## src/rtl/seven_seg_scan_if.sv

```systemverilog
// Display-side bundle for seven_seg_scan: BCD/decimal-point/enable in,
// active-low segment, decimal-point and anode drives out.
interface seven_seg_scan_if #(
  parameter int NUM_DIGITS = 4
);
  logic [4*NUM_DIGITS-1:0] bcd;
  logic [NUM_DIGITS-1:0]   dp_in;
  logic                    enable;
  logic [6:0]              seg;
  logic                    dp;
  logic [NUM_DIGITS-1:0]   an;

  modport master (output bcd, dp_in, enable, input seg, dp, an);
  modport slave  (input bcd, dp_in, enable, output seg, dp, an);
endinterface

```

## src/rtl/seven_seg_scan.sv

```systemverilog
// Time-multiplexed common-anode seven-segment driver with guard interval,
// leading-zero blanking and frame-synchronous input capture.
module seven_seg_scan #(
  parameter int NUM_DIGITS    = 4,
  parameter int REFRESH_DIV   = 100000,
  parameter int GUARD         = 16,
  parameter int BLANK_LEADING = 1
) (
  input logic              clk,
  input logic              rst,
  seven_seg_scan_if.slave  bus
);
  localparam int CW = (REFRESH_DIV > 2) ? $clog2(REFRESH_DIV) : 1;
  localparam int IW = (NUM_DIGITS > 1) ? $clog2(NUM_DIGITS) : 1;
  localparam logic [CW-1:0] DIV_LAST = CW'(REFRESH_DIV - 1);
  localparam logic [IW-1:0] IDX_LAST = IW'(NUM_DIGITS - 1);
  localparam logic [6:0]    SEG_OFF  = 7'b1111111;

  logic [CW-1:0]           div_cnt;
  logic [IW-1:0]           idx;
  logic [4*NUM_DIGITS-1:0] bcd_buf;
  logic [NUM_DIGITS-1:0]   dp_buf;
  logic                    load_pending;
  logic [6:0]              seg_q;
  logic                    dp_q;
  logic [NUM_DIGITS-1:0]   an_q;

  logic                    slot_end;
  logic                    frame_end;
  logic                    guard_on;
  logic [3:0]              cur_nib;
  logic                    cur_dp;
  logic                    cur_blank;
  logic [NUM_DIGITS-1:0]   lead_zero;
  logic [NUM_DIGITS-1:0]   sel;
  logic [6:0]              seg_nxt;
  logic                    dp_nxt;
  logic [NUM_DIGITS-1:0]   an_nxt;

  function automatic logic [6:0] decode(input logic [3:0] v);
    case (v)
      4'd0:    decode = 7'b1000000;
      4'd1:    decode = 7'b1111001;
      4'd2:    decode = 7'b0100100;
      4'd3:    decode = 7'b0110000;
      4'd4:    decode = 7'b0011001;
      4'd5:    decode = 7'b0010010;
      4'd6:    decode = 7'b0000010;
      4'd7:    decode = 7'b1111000;
      4'd8:    decode = 7'b0000000;
      4'd9:    decode = 7'b0010000;
      default: decode = SEG_OFF;
    endcase
  endfunction

  assign slot_end  = (div_cnt == DIV_LAST);
  assign frame_end = slot_end && (idx == IDX_LAST);

  generate
    if (GUARD == 0) begin : g_no_guard
      assign guard_on = 1'b0;
    end else begin : g_guard
      assign guard_on = (div_cnt < CW'(GUARD));
    end
  endgenerate

  always_comb begin
    // NOTE: every combinational output gets a default first so no path can infer a latch.
    logic run;
    run       = 1'b1;
    lead_zero = '0;
    sel       = '0;
    cur_nib   = 4'd0;
    cur_dp    = 1'b0;
    cur_blank = 1'b0;
    // A digit is a leading zero when it and everything above it is 0 with no dp.
    for (int d = NUM_DIGITS - 1; d >= 0; d--) begin
      run          = run && (bcd_buf[4*d +: 4] == 4'd0) && !dp_buf[d];
      lead_zero[d] = run;
    end
    for (int d = 0; d < NUM_DIGITS; d++) begin
      if (idx == IW'(d)) begin
        sel[d]    = 1'b1;
        cur_nib   = bcd_buf[4*d +: 4];
        cur_dp    = dp_buf[d];
        cur_blank = (BLANK_LEADING != 0) && (d != 0) && lead_zero[d];
      end
    end

    seg_nxt = SEG_OFF;
    dp_nxt  = 1'b1;
    an_nxt  = '1;
    if (bus.enable) begin
      if (!cur_blank) begin
        seg_nxt = decode(cur_nib);
        dp_nxt  = ~cur_dp;
      end
      if (!guard_on) an_nxt = ~sel;
    end
  end

  // NOTE: asynchronous reset is in the sensitivity list so outputs go dark without a clock.
  always_ff @(posedge clk or posedge rst) begin
    if (rst) begin
      div_cnt      <= '0;
      idx          <= '0;
      bcd_buf      <= '0;
      dp_buf       <= '0;
      load_pending <= 1'b1;
      seg_q        <= SEG_OFF;
      dp_q         <= 1'b1;
      an_q         <= '1;
    end else begin
      // NOTE: non-blocking assignments so every register samples pre-edge state.
      div_cnt <= slot_end ? '0 : div_cnt + 1'b1;
      if (slot_end) idx <= (idx == IDX_LAST) ? '0 : idx + 1'b1;
      if (load_pending || frame_end) begin
        bcd_buf      <= bus.bcd;
        dp_buf       <= bus.dp_in;
        load_pending <= 1'b0;
      end
      seg_q <= seg_nxt;
      dp_q  <= dp_nxt;
      an_q  <= an_nxt;
    end
  end

  assign bus.seg = seg_q;
  assign bus.dp  = dp_q;
  assign bus.an  = an_q;
endmodule

```

## src/flat_wrapper.sv

```systemverilog
// flat-port wrapper written by rule: the top's interface ports become plain ports
module seven_seg_scan_flat 
#(
  parameter int NUM_DIGITS    = 4,
  parameter int REFRESH_DIV   = 100000,
  parameter int GUARD         = 16,
  parameter int BLANK_LEADING = 1
)
  (clk, rst, bus_bcd, bus_dp_in, bus_enable, bus_seg, bus_dp, bus_an);
  seven_seg_scan_if #(.NUM_DIGITS(NUM_DIGITS)) bus_i ();
  input logic clk;
  input logic rst;
  input wire logic [$bits(bus_i.bcd)-1:0] bus_bcd;
  input wire logic [$bits(bus_i.dp_in)-1:0] bus_dp_in;
  input wire logic [$bits(bus_i.enable)-1:0] bus_enable;
  output wire logic [$bits(bus_i.seg)-1:0] bus_seg;
  output wire logic [$bits(bus_i.dp)-1:0] bus_dp;
  output wire logic [$bits(bus_i.an)-1:0] bus_an;
  assign bus_i.bcd = bus_bcd;
  assign bus_i.dp_in = bus_dp_in;
  assign bus_i.enable = bus_enable;
  assign bus_seg = bus_i.seg;
  assign bus_dp = bus_i.dp;
  assign bus_an = bus_i.an;
  seven_seg_scan #(.NUM_DIGITS(NUM_DIGITS), .REFRESH_DIV(REFRESH_DIV), .GUARD(GUARD), .BLANK_LEADING(BLANK_LEADING)) u_core (.clk(clk), .rst(rst), .bus(bus_i));
endmodule
```

## config.mk

```make
export PLATFORM = sky130hd
export DESIGN_NAME = seven_seg_scan_flat
export DESIGN_NICKNAME = d
export VERILOG_FILES = /design/src/rtl/seven_seg_scan_if.sv /design/src/rtl/seven_seg_scan.sv /design/src/flat_wrapper.sv
export SDC_FILE = /design/constraint.sdc
export NUM_CORES = 1
export LEC_CHECK = 0
export ABC_AREA = 1
export CAP_MARGIN = 25
export CORE_MARGIN = 10
export CORE_UTILIZATION = 35
export CTS_CLUSTER_SIZE = 20
export DETAILED_ROUTE_END_ITERATION = 8
export PLACE_DENSITY_LB_ADDON = 0.25
export SLEW_MARGIN = 20
export SYNTH_ARGS = -nofsm -noshare
export SYNTH_HDL_FRONTEND = slang
export SYNTH_SLANG_ARGS = --single-unit
export TNS_END_PERCENT = 30
```

## constraint.sdc

```tcl
create_clock -name clk -period 1.76 [get_ports clk]
set_input_delay 0.176 -clock clk [delete_from_list [all_inputs] [get_ports clk]]
set_output_delay 0.176 -clock clk [all_outputs]
set_load 0.02 [all_outputs]
```

# Word level (Yosys, flattened, before mapping)

Memories as Yosys holds them, arrays and structs flattened.
Cells that the tools add are included.

Flip-flop bits (word level): 52
ROM bits: 112
Input port bits: 23
Output and inout bits: 12
Word-level logic and storage cells: 55
Memories kept: 1

Add/sub/neg operators: 2
Magnitude comparators: 1
Eq/ne operators: 4
Muxes and demuxes: 23
Bitwise gates (word level): 2
Reductions and logical operators: 14

Memories:

| name             | words | bits a word | rd ports | clocked after memory_dff | write ports | line                 | RTL |
|---|---|---|---|---|---|---|---|
| (name not given) | 16    | 7           | 1        | 0                        | 0           | seven_seg_scan.sv:41 | `case (v)` |

Operators by type and width:

| kind                                                                   | number |
|---|---|
| 4-bit 2-to-1 mux                                                       | 6 |
| 17-bit by 1-bit adder with 17-bit output (second input constant)       | 1 |
| 17-bit equality test (second input constant)                           | 1 |
| 17-bit by 5-bit < comparator with 1-bit output (second input constant) | 1 |
| 17-bit 2-to-1 mux                                                      | 1 |
| 7-bit 2-to-1 mux                                                       | 2 |
| 1-bit 2-to-1 mux                                                       | 13 |
| 4-bit logical NOT                                                      | 3 |
| 1-bit logical AND                                                      | 6 |
| 2-bit equality test (second input constant)                            | 2 |
| 4-bit inverter                                                         | 1 |
| 1-bit logical NOT                                                      | 3 |
| 2-bit by 1-bit adder with 2-bit output (second input constant)         | 1 |
| 2-bit by 1-bit equality test with 1-bit output (second input constant) | 1 |
| 2-bit logical NOT                                                      | 1 |
| 2-bit 2-to-1 mux                                                       | 1 |
| 1-bit logical OR                                                       | 1 |
| 1-bit inverter                                                         | 1 |

# Longest topological paths before layout

Word-level depth: 11
Gate-level depth with buffers: 15
Gate-level depth less buffers: 15

# Least setup slack after synthesis

OpenSTA, ideal clock, no wires.

Path kind: reg-to-reg
Start point: register u_core.idx[0]
End point: register u_core.seg_q[0], in the netlist u_core.bus.seg[0]
Setup time: 0.096 ns
Arrival: 1.748 ns
Data required time: 1.664 ns
Path slack: -0.085 ns
Cell stages (with the launch flop): 13
Buffers on the path: 1
Clock period less this slack: 1.845 ns
Cells stage by stage: dfrtp_1 ha_1 buf_2 nor2_1 nand2_1 nand2_1 nand2_1 nand2_1 inv_1 ha_1 nand3b_1 nand3_1 nand3_1

Longest elaborated chain between the ends: 8
Elaborated cells between the ends (all ways): 14
Those cells by class: 3 x eq/ne; 9 x mux; 1 x reduce/logical; 1 x memory

RTL lines:

| element                        | line                  | RTL |
|---|---|---|
| start, declared                | seven_seg_scan.sv:20  | `logic [IW-1:0] idx;` |
| start signal, assigned         | seven_seg_scan.sv:116 | `if (slot_end) idx <= (idx == IDX_LAST) ? '0 : idx + 1'b1;` |
| 2-bit logical NOT              | seven_seg_scan.sv:82  | `if (idx == IW'(d)) begin` |
| 4-bit 2-to-1 mux (4 in series) | seven_seg_scan.sv:82  |  |
| memory 16 x 7 bit              | --                    |  |
| 7-bit 2-to-1 mux (*)           | seven_seg_scan.sv:94  | `if (!cur_blank) begin` |
| 7-bit 2-to-1 mux (*)           | seven_seg_scan.sv:93  | `if (bus.enable) begin` |
| via u_core.seg_nxt[0]          | seven_seg_scan.sv:36  | `logic [6:0] seg_nxt;` |
| end signal, assigned           | seven_seg_scan.sv:122 | `seg_q <= seg_nxt;` |
| end, declared                  | seven_seg_scan.sv:24  | `logic [6:0] seg_q;` |

Mark *: on every way through the listed nets, which the timed path passes. The rest lies on a longest branch.
A chain may end at the register's enable or synchronous reset.

# Worst setup path after layout

Start point: register u_core.idx[0]
End point: register u_core.seg_q[3], in the netlist u_core.bus.seg[3]

Same word-level chain as after synthesis.

==> flow_summary_export.csv <==
group,metric,value,unit
logic_synthesis,synth_top_area_share,0.3552,
timing,worst_clock_skew,0.009449,ns
setup_path,reg2reg_to,"u_core.bus.seg[3]",
setup_path,cp_slowest_cell,"dfrtp_2",
clocking,cts_sinks,52,
placement,gp_congestion,0.8992,
global_routing,antenna_found_initial,0,
pwr,p_leak,1.733,nW
timing,drv_slew,0,
logic_synthesis,synth-simple-area-share,0.3042,
clocking,clk_pin_slew,0.10,ns
setup_path,end_kind,"register",
logic_synthesis,yosys_register_bits,52,
setup_path,critPathKind,"reg -> reg",
finish,design_area,3623,µm²
floorplan,core_area,7687,µm²
finish,seqCellArea,1319,µm²
finish,syn2layout_area_growth,31.88,%
floorplan,ios,35,
placement,io_buffers,34,
timing,fmax,567.4,MHz
global_routing,grtUsageTotal,0.1077,
placement,dp_hpwl,4762,µm
logic_synthesis,synth_compound_area_frac,0.05510,
logic_synthesis,synth-main-ff-cell,"dfrtp_1",
logic_synthesis,avgSynthCellArea,8.058,µm²
clocking,ctsHoldBuffers,0,
route,antenna_left,0,
status,violations,"negative setup slack",
logic_synthesis,postSynthCellCount,341,
global_routing,overflow,0,
logic_synthesis,yosysMostFrequentCell,"nand2_1",
finish,nets,429,
logic_synthesis,synth_edf_count,0,
timing,setup_violations,1,
placement,placed_cell_area,3321,µm²
logic_synthesis,ys_warn_count,0,
route,viasPerCell,4.661,
logic_synthesis,ys_seq_area_frac,0.4795,
finish,final_util,0.4714,
route,drcViolationCount,0,
setup_path,cp_cell_sequence,"inv_4 > ha_4 > inv_4 > nor2_4 > nand2_1 > nand2_1 > nand2_1 > nand2_2 > inv_4 > ha_4 > nand2_2 > nand3_1 > nand3_1",
timing,rsz0062_at_grt,"true",
timing,fin_crit,1.763,ns
setup_path,startpoint_type,"register",
route,firstDrtPassIters,4,
timing,setup_ws,-0.002563,ns
setup_path,crit_buf_inv,3,
timing,final_hold_viol_count,0,
logic_synthesis,synth_top_cell_by_area,"dfrtp_1",
global_routing,grt_pass1_vias,2187,
clocking,clockBufferDepth,2,
floorplan,rows,32,
logic_synthesis,synth_top_family_by_area,"simple AND/OR/NAND/NOR gates",
clocking,insertion_delay,0.31,ns
logic_synthesis,yosys.area_share.adder,0.04554,
setup_path,critPathTopFamily,"simple AND/OR/NAND/NOR gates",
clocking,root_buffer,"clkbuf_8",
timing,post-route-period-util,1.001,
logic_synthesis,async_flop_share,1.000,
setup_path,critPathRequiredTime,2.00,ns
floorplan,start_util,0.3574,
job,drv_cap,0,
clocking,cts_buffers,5,
global_routing,grt_first_pass_wirelength,10360,µm
logic_synthesis,synth_area,2748,µm²
setup_path,slowest_delay,0.47,ns
clocking,cts_tree,"yes",
logic_synthesis,synthMuxAreaShare,0,
finish,num-fill-cells,764,
logic_synthesis,syn_nets,374,
floorplan,die_area,11790,µm²
setup_path,r2r_start,"u_core.idx[0]",
logic_synthesis,synth_xor_area_frac,0.03188,
clocking,htreeDepth,2,
logic_synthesis,synth.area.top_cells,"dfrtp_1 (36%), nand2_1 (13%), dfstp_2 (12%)",
pwr,power,2.377,mW
route,vias,2326,
route,avgRoutedWirePerCell,13.06,µm
finish,multi_input_area,1378,µm²
setup_path,cp_max_fo,4,
status,status,"finished, violations left",
setup_path,rrSetupSlack,-0.003,ns
timing,finalSetupTns,-0.002563,ns
route,first_iter_violations,96,
route,routed_wl,6517,µm
min_path,hold_class,"in -> async",
setup_path,worst_ep_arrival_time,2.00,ns
floorplan,die_w,108.6,µm
setup_path,ff2ff_path_depth,13,
logic_synthesis,synth_common_cells,"nand2_1 (96), inv_1 (43), nand3_1 (42), dfrtp_1 (39), nor2_1 (27)",
finish,layout-drive-gt1-share,0.2141,
floorplan,die_h,108.6,µm
logic_synthesis,synth_cell_types,37,
global_routing,grt_start_max_net_pins,53,
pwr,power_density,656.1,nW/µm²
pwr,ir_drop,0.3050,mV
finish,insertedDiodeCount,0,
## layout make-up
class,instances,area share
multi-input combinational,235,0.3802
sequential,52,0.3639
timing repair buffer,57,0.1471
inverter,45,0.04938
tap,102,0.03522
clock buffer,5,0.01899
clock inverter,3,0.005180
## metrics by stage
stage / setup WS [ns] / std cells / hold slack, ns
after CTS: 0.0004623 / 497 / 0.2368
after floorplan: 0.01409 / 341 / 0.2856
after global routing: -0.1210 / 499 / 0.2601
after detailed placement: -0.1145 / 486 / 0.4657
final: -0.002563 / 499 / 0.2251
after global placement: -0.05731 / 486 / 0.4505
## power breakdown
group	leakage, nW	switching [mW]	internal (mW)
Sequential	0.629	0.0419	1.27
Combinational	1.07	0.201	0.174
Clock	0.0378	0.413	0.276
Total	1.73	0.656	1.72
## flip-flops by register name (all words and copies together) (netlist names)
signal / cells
u_core.dp_buf: 4
u_core.div_cnt: 17
u_core.idx: 2
u_core.load_pending: 1
u_core.bus.an: 4
u_core.bus.seg: 7
u_core.bus.dp: 1
u_core.bcd_buf: 16
## cell usage in the layout, fill, tap and decap left out, types with 5 or more instances in the layout
| master | n |
|---|---|
| buf_4 | 20 |
| clkbuf_8 | 5 |
| dfrtp_1 | 38 |
| o21ai_0 | 9 |
| nand2_1 | 88 |
| xor2_1 | 9 |
| ha_4 | 7 |
| clkdlybuf4s50_1 | 34 |
| a21oi_1 | 9 |
| inv_1 | 36 |
| nand4_1 | 8 |
| nand2_2 | 7 |
| nor2_1 | 25 |
| dfstp_2 | 13 |
| nand3_1 | 41 |
## routing by layer
| metal | wire length, µm | global-route usage |
|---|---|---|
| met1 | 3126 | 0.1479 |
| met2 | 2944 | 0.1651 |
| met3 | 333 | 0.02142 |
| met4 | 112 | 0.03672 |
| met5 | 0 | 0 |
## cells by family (layout without fill, tap and decap cells)
family	after synthesis	after routing
compound gates	27	27
xor+xnor	10	10
fa+ha+maj	10	10
buf+inv	54	110
flops	52	52
other cells	1	1
simple gates	187	187
## what timing repair did
| action | 4_1_cts | 5_1_grt |
|---|---|---|
| buffers inserted | 3 | 2 |
| pin swaps | 4 | 13 |
| resized for setup | 12 | 32 |
| endpoints found under the setup margin | 7 | 23 |
## worst register-to-register path, delay by kind of cell (launching register included)
kind / cells / cell delay, ns
fa+ha+maj: 2 / 0.41
flops: 1 / 0.47
buf+inv: 3 / 0.21
simple gates: 8 / 0.62
## worst max path at each step
stage | startpoint | endpoint | slack, ns | cells past startpoint
after floorplan | u_core.idx[0] | u_core.bus.seg[0] | 0.01 | 10
after global placement | u_core.idx[0] | u_core.bus.seg[1] | -0.06 | 8
after detailed placement | u_core.idx[1] | u_core.bus.seg[1] | -0.11 | 9
after CTS | u_core.idx[1] | u_core.bus.seg[3] | 0.0005 | 10
after global routing | u_core.idx[0] | u_core.bus.seg[0] | -0.12 | 15
final | u_core.idx[0] | u_core.bus.seg[3] | -0.003 | 13
No activity file was read; power rests on OpenSTA's default activity.
